### config.mk
export PLATFORM = sky130hd
export DESIGN_NAME = serial_add_scheduler
export DESIGN_NICKNAME = d
export VERILOG_FILES = /design/src/rtl/serial_add_scheduler_pkg.sv /design/src/rtl/serial_add_scheduler_fa.sv /design/src/rtl/serial_add_scheduler.sv
export SDC_FILE = /design/constraint.sdc
export NUM_CORES = 1
export LEC_CHECK = 0
export CORE_ASPECT_RATIO = 0.7
export CORE_MARGIN = 5
export CORE_UTILIZATION = 50
export CTS_CLUSTER_SIZE = 28
export DETAILED_ROUTE_END_ITERATION = 8
export GPL_TIMING_DRIVEN = 1
export PLACE_DENSITY = 0.87
export SLEW_MARGIN = 25
export SYNTH_ARGS = -nofsm -noshare
export SYNTH_HDL_FRONTEND = slang
export SYNTH_HIERARCHICAL = 1
export SYNTH_SLANG_ARGS = --single-unit
### constraint.sdc
create_clock -name clk -period 4.2 [get_ports clk]
set_input_delay 0.42 -clock clk [delete_from_list [all_inputs] [get_ports clk]]
set_output_delay 0.42 -clock clk [all_outputs]
set_load 0.01 [all_outputs]
### src/rtl/serial_add_scheduler_pkg.sv
// Shared definitions for the bit-serial add scheduler: FSM encodings,
// requester IDs and the grant one-hot helper.
package serial_add_scheduler_pkg;

  localparam logic [1:0] IDLE = 2'd0;
  localparam logic [1:0] RUN  = 2'd1;
  localparam logic [1:0] DONE = 2'd2;

  localparam logic REQ0 = 1'b0;
  localparam logic REQ1 = 1'b1;

  function automatic logic [1:0] id_onehot(input logic id);
    return (id == REQ1) ? 2'b10 : 2'b01;
  endfunction

endpackage

### src/rtl/serial_add_scheduler_fa.sv
// Gate-level 1-bit full adder used as the shared bit-slice datapath.
module FullAdder1bit_Structural (
  input  logic a,
  input  logic b,
  input  logic cin,
  output logic sum,
  output logic cout
);

  logic p, g, pc;

  xor x0 (p, a, b);
  xor x1 (sum, p, cin);
  and a0 (g, a, b);
  and a1 (pc, p, cin);
  or  o0 (cout, g, pc);

endmodule

### src/rtl/serial_add_scheduler.sv
// Round-robin scheduler sharing one full-adder cell between two requesters;
// each granted request runs a WIDTH-bit LSB-first serial addition.
module serial_add_scheduler
  import serial_add_scheduler_pkg::*;
#(
  parameter int WIDTH = 4
) (
  input  logic             clk,
  input  logic             rst_n,
  input  logic             req0,
  input  logic [WIDTH-1:0] a0,
  input  logic [WIDTH-1:0] b0,
  input  logic             cin0,
  input  logic             req1,
  input  logic [WIDTH-1:0] a1,
  input  logic [WIDTH-1:0] b1,
  input  logic             cin1,
  output logic [1:0]       gnt,
  output logic             busy,
  output logic             done,
  output logic             done_id,
  output logic [WIDTH-1:0] sum,
  output logic             cout
);

  localparam int CW = $clog2(WIDTH);

  logic [1:0]       state;
  logic [WIDTH-1:0] a_sh, b_sh, res;
  logic [CW-1:0]    cnt;
  logic             carry;
  logic             owner;
  logic             ptr;
  logic             win;
  logic             any_req;
  logic             fa_s, fa_co;
  logic             last_bit;

  FullAdder1bit_Structural u_fa (
    .a    (a_sh[0]),
    .b    (b_sh[0]),
    .cin  (carry),
    .sum  (fa_s),
    .cout (fa_co)
  );

  // ptr names the requester that wins a tie; it flips to the loser on every grant
  always_comb begin
    any_req  = req0 | req1;
    win      = (req0 & req1) ? ptr : req1;
    busy     = (state != IDLE);
    last_bit = (cnt == CW'(WIDTH - 1));
  end

  always_ff @(posedge clk or negedge rst_n) begin
    if (!rst_n) begin
      state   <= IDLE;
      gnt     <= '0;
      done    <= 1'b0;
      done_id <= REQ0;
      sum     <= '0;
      cout    <= 1'b0;
      a_sh    <= '0;
      b_sh    <= '0;
      res     <= '0;
      cnt     <= '0;
      carry   <= 1'b0;
      owner   <= REQ0;
      ptr     <= REQ0;
    end else begin
      gnt  <= '0;
      done <= 1'b0;
      case (state)
        IDLE: begin
          if (any_req) begin
            a_sh  <= win ? a1 : a0;
            b_sh  <= win ? b1 : b0;
            carry <= win ? cin1 : cin0;
            cnt   <= '0;
            owner <= win;
            ptr   <= ~win;
            gnt   <= id_onehot(win);
            state <= RUN;
          end
        end
        RUN: begin
          res   <= {fa_s, res[WIDTH-1:1]};
          carry <= fa_co;
          a_sh  <= a_sh >> 1;
          b_sh  <= b_sh >> 1;
          cnt   <= cnt + CW'(1);
          // The final sum bit is merged here rather than read from res a cycle later
          if (last_bit) begin
            sum     <= {fa_s, res[WIDTH-1:1]};
            cout    <= fa_co;
            done    <= 1'b1;
            done_id <= owner;
            state   <= DONE;
          end
        end
        DONE:    state <= IDLE;
        default: state <= IDLE;
      endcase
    end
  end

endmodule

# [Word level (Yosys, flattened, before mapping)]
# Index checks and enable logic that the tools add are counted.
[classes] add_sub_neg=1 n_eq_ne=4 muxes=20 bitwise=8 n_reduce_logical=7
[ops] cell="2-to-1 mux 4 bit" count=4
[ops] cell="one-hot mux 4 bit (2 select lines)" count=2
[ops] cell="2-to-1 mux 2 bit" count=6
[ops] cell="one-hot mux 2 bit (2 select lines)" count=2
[ops] cell="AND reduction 2 bit" count=4
[ops] cell="2-to-1 mux 1 bit" count=5
[ops] cell="!= test 2 bit (second input constant)" count=2
[ops] cell="nonzero test 2 bit" count=2
[ops] cell="bitwise AND 1 bit" count=3
[ops] cell="adder 2 x 1 -> 2 bit (second input constant)" count=1
[ops] cell="== test 2 x 1 -> 1 bit (second input constant)" count=1
[ops] cell="== test 2 bit (second input constant)" count=1
[ops] cell="zero test 2 bit" count=1
[ops] cell="OR 1 bit" count=2
[ops] cell="one-hot mux 1 bit (2 select lines)" count=1
[ops] cell="bitwise XOR 1 bit" count=2
[ops] cell="NOT 1 bit" count=1
[word_totals] regBits=28 input_bits=22 out_inout_bits=10 wordCells=53

# [Logic depth before layout (Yosys ltp)]
[depth] word_depth=5 ltp_mapped=6 mapped_depth_nobuf=4

# [Modules after synthesis]
# The synthesis kept the hierarchy.
[modules_own_cells] mod="serial_add_scheduler" n_inst=1 cells_each=95 area_per_inst_um2=1189.9 seq_area_each_um2=675.6
[modules_own_cells] mod="FullAdder1bit_Structural" n_inst=1 cells_each=1 area_per_inst_um2=20.0 seq_area_each_um2=0.0

# [Least setup slack after synthesis]
# No wires, ideal clock.
[synth_timing] kind="register to register" startpoint="register a_sh[0]" endpoint="register carry" setup_time_ns=0.131 t_arrival_ns=1.337 t_required_ns=4.069 setup_slack_ns=2.732 path_stages_with_launch=5 n_path_buf=0 synth_period_minus_slack_ns=1.468 path_cell_list="dfrtp_1 > fa_1 > or3b_2 > o21ai_0 > a21oi_1"
[synth_between] elab_chain_cells=4 word_cells_on_any_way=5 cone_classes="mux: 1; bitwise: 4"
[synth_rtl] item="start: declaration" line="serial_add_scheduler.sv:29" source="logic [WIDTH-1:0] a_sh, b_sh, res;"
[synth_rtl] item="start signal: assignment" line="serial_add_scheduler.sv:76" source="a_sh <= win ? a1 : a0;"
[synth_rtl] item="start signal: assignment" line="serial_add_scheduler.sv:89" source="a_sh <= a_sh >> 1;"
[synth_rtl] item="bitwise XOR 1 bit" line="serial_add_scheduler_fa.sv:12" source="xor x0 (p, a, b);"
[synth_rtl] item="bitwise AND 1 bit" line="serial_add_scheduler_fa.sv:15" source="and a1 (pc, p, cin);"
[synth_rtl] item="OR 1 bit *" line="serial_add_scheduler_fa.sv:16" source="or o0 (cout, g, pc);"
[synth_rtl] item="via fa_co" line="serial_add_scheduler.sv:36" source="logic fa_s, fa_co;"
[synth_rtl] item="one-hot mux 1 bit (2 select lines) *" line="serial_add_scheduler.sv:73" source="case (state)"
[synth_rtl] item="end signal: assignment" line="serial_add_scheduler.sv:78" source="carry <= win ? cin1 : cin0;"
[synth_rtl] item="end signal: assignment" line="serial_add_scheduler.sv:88" source="carry <= fa_co;"
[synth_rtl] item="end: declaration" line="serial_add_scheduler.sv:31" source="logic carry;"
# The timed path passes the listed nets; every way through them passes the cells marked *.
# A chain may end at the register's enable or synchronous reset.

# [Worst setup path after layout]
[layout_timing] startpoint="register state[0]" endpoint="output port busy"
[layout_between] elab_chain_cells=1
[layout_rtl] item="start: declaration" line="serial_add_scheduler.sv:28" source="logic [1:0] state;"
[layout_rtl] item="start signal: assignment" line="serial_add_scheduler.sv:57" source="state <= IDLE;"
[layout_rtl] item="start signal: assignment" line="serial_add_scheduler.sv:83" source="state <= RUN;"
[layout_rtl] item="start signal: assignment" line="serial_add_scheduler.sv:98" source="state <= DONE;"
[layout_rtl] item="nonzero test 2 bit" line="serial_add_scheduler.sv:51" source="busy = (state != IDLE);"
[layout_rtl] item="end: declaration" line="serial_add_scheduler.sv:19" source="output logic busy,"
# Every way passes these cells.

==> flow_metrics.py <==
metrics = {
    "power_and_ir_drop": {
        "clkPwrFrac": 0.107,
        "power.density_mw_per_mm2": 708,
        "pwr-share-seq": 0.424,
        "p_switching_w": 0.000392,
        "comb_power_share": 0.469,
        "total_power_w": 0.00110,
        "peakVddDrop_v": 0.000367,
        "power.leakage_nw": 0.714,
        "p_int_w": 0.000712,
        "swShare": 0.355,
    },
    "placement": {
        "io_buffers": 31,
        "gp_congestion": 0.707,
        "place_area_mm2": 0.00153,
        "hpwl_mm": 1.80,
    },
    "cells_and_area": {
        "areaGrowthSynthToFinish_pct": 29.0,
        "finish.utilization": 0.701,
        "layout_commonest_cell": "clkdlybuf4s50_1",
        "final_cell_mix": "clkdlybuf4s50_1, dfrtp_1, a21oi_1, mux2i_1, o21ai_0",
        "final_nets": 152,
        "diodes": 0,
        "layout-drive-gt1-share": 0.205,
        "fin_area_mm2": 0.00156,
    },
    "sta": {
        "rsz0062_at_grt": "no",
        "tightest_slew_ns": 0.576,
        "min_period_ns": 2.08,
        "fin_crit_sh": 0.495,
        "setup-tns-final_ns": 0,
        "finalHoldViolations": 0,
        "slew_viol_final": 0,
        "skew_ns": 0.0117,
        "final-setup-viol-count": 0,
        "clock.fmax_mhz": 481,
        "slew_headroom": 0.616,
    },
    "yosys": {
        "synth_area_leader_cell": "dfrtp_1",
        "seq_area_frac_synth": 0.558,
        "synthesis.area_mm2": 0.00121,
        "yosysWarnings": 6,
        "synthTopCellsByArea": "dfrtp_1, mux2i_1, or3b_2, a21oi_1, o21ai_0",
        "ys_types": 28,
        "syn-num-nets": 120,
        "synth_area_per_cell_um2": 12.6,
        "synthesis.instances": 96,
        "synth_seq_cells": 27,
        "synth_top_cell_area_share": 0.558,
    },
    "floorplanning": {
        "die_area_mm2": 0.00352,
        "core_mm2": 0.00222,
        "core.rowCount": 14,
        "dieWidth_um": 68.8,
        "start_util": 0.544,
        "dieHeight_um": 51.2,
        "ioPinCount": 32,
    },
    "critical_path": {
        "slowest_stage": "dfrtp_1",
        "worstRegToRegCells": 4,
        "critical-path-top-delay-family": "flip-flops",
        "cp_cell_sequence": "or2_2 > clkdlybuf4s50_1",
        "crit_path_max_incr_delay_ns": 0.52,
        "worstPathMaxFanout": 12,
        "r2r-start": "a_sh[0]",
        "r2r_setup_slack_ns": 2.60,
        "worstSetupEndpointType": "output port",
        "required_ns": 3.78,
        "cp_num_buf_inv": 1,
        "criticalPathCategory": "flop to output port",
        "reg2reg_to": "carry",
        "worst_setup_path_start_kind": "flop",
        "critPathArrivalTime_ns": 1.66,
    },
    "clock_network": {
        "cts.sinks": 27,
        "clk_pin_slew_ns": 0.16,
        "cts_buffers": 3,
        "cts_resized": 0,
        "cts_tree": "yes",
        "clock_latency_ns": 0.34,
        "postCtsSetupBuffers": 0,
        "cts_root_buf": "clkbuf_4",
        "cts_hold_repair.buffers": 0,
        "clk_path_buf_depth": 2,
        "cts_max_level": 1,
    },
    "drt": {
        "drc": 0,
        "wire_per_inst_um": 15.0,
        "initialDrtViolationCount": 43,
        "avgViaCountPerCell": 5.34,
        "wl_mm": 2.39,
        "vias": 849,
        "ant_nets": 0,
        "first_pass_iters": 4,
    },
    "global_routing": {
        "grt_overflow": 0,
        "grt_pass1_wl_mm": 4.11,
        "grt_use_total": 0.159,
        "antenna_found_initial": 0,
        "grt_pass1_vias": 901,
        "grt_max_degree": 28,
    },
    "run": {
        "drv_cap": 0,
    },
    "hold_path": {
        "holdCritPathClass": "input port to async pin",
    },
    "status": {
        "outcome": "finished, final reports clean",
    },
}
## registers in the layout, indices dropped and copies added, names as in the netlist
register,flops
state,2
done_id,1
gnt,2
res,3
owner,1
carry,1
done,1
b_sh,4
cnt,2
ptr,1
a_sh,4
cout,1
sum,4
## per-stage QoR
| stage | cells | hold slack (ns) | setup WS, ns |
|---|---|---|---|
| after global placement | 155 | 0.451 | 2.35 |
| after floorplan | 96 | 0.124 | 2.73 |
| after detailed placement | 155 | 0.450 | 2.29 |
| after global routing | 159 | 0.0723 | 2.05 |
| final | 159 | 0.0446 | 2.12 |
| after CTS | 159 | 0.0589 | 2.13 |
## how the worst max path moves through the flow
stage	cells past startpoint	start	slack [ns]	to
2_1_floorplan	4	a_sh[0]	2.73	carry
3_3_place_gp	5	req1	2.35	b_sh[0]
3_5_place_dp	5	req1	2.29	b_sh[2]
4_1_cts	2	state[0]	2.13	busy
5_1_grt	2	state[0]	2.05	busy
6_report	2	state[0]	2.12	busy
## logic make-up (layout without fill, tap and decap cells)
family | Yosys count | count (layout) | synth area share
muxes | 18 | 18 | 0.168
buffers and inverters | 6 | 37 | 0.0269
adders and majority gates | 2 | 2 | 0.0269
DFF | 27 | 27 | 0.558
AOI/OAI and AO/OA | 22 | 22 | 0.101
and+or+nand+nor | 21 | 21 | 0.119
## synthesized netlist by cell type
library cell,count
nor2_1,2
a21oi_2,1
nor2_2,2
o21ai_0,9
inv_1,1
nand2_4,1
a21o_1,2
or3_1,1
inv_2,1
and2b_1,1
a21oi_1,9
fa_1,1
nand2b_1,1
nand2_2,1
dfrtp_1,27
nor3_1,1
a22o_1,1
ha_1,1
mux2_2,3
clkbuf_1,1
mux2_1,3
nand2_1,2
or2_2,2
buf_2,2
mux2_4,3
or3b_2,7
buf_6,1
mux2i_1,9
## routing by layer
layer / track usage / up-vias / part of all wire
li1: - / 396 / -
met1: 0.197 / 417 / 0.44
met2: 0.247 / 30 / 0.47
met3: 0.0570 / 6 / 0.066
met4: 0.0744 / 0 / 0.019
met5: 0 / - / 0
## final cells by class
cell class | count | area (um2)
Clock inverter | 1 | 7.51
Inverter | 2 | 7.51
Clock buffer | 3 | 22.5
Fill cell | 160 | 664
Tap cell | 32 | 40.0
Sequential cell | 27 | 676
Multi-Input combinational cell | 63 | 502
Timing Repair Buffer | 31 | 305
## power by group through the flow
| stage | Combinational [W] | Sequential [W] | Clock, W |
|---|---|---|---|
| after floorplan | 0.000358 | 0.000459 | 0 |
| after global placement | 0.000498 | 0.000466 | 0 |
| after detailed placement | 0.000523 | 0.000471 | 0 |
| after CTS | 0.000522 | 0.000467 | 0.000120 |
| after global routing | 0.000573 | 0.000485 | 0.000132 |
| final | 0.000518 | 0.000468 | 0.000119 |
## worst reg2reg max path, cell delays in order (launching register included)
cell     delay [ns]
dfrtp_1        0.43
fa_1           0.45
or3b_2         0.45
o21ai_0        0.10
a21oi_1        0.06
Power figures use the tool's default switching activity.
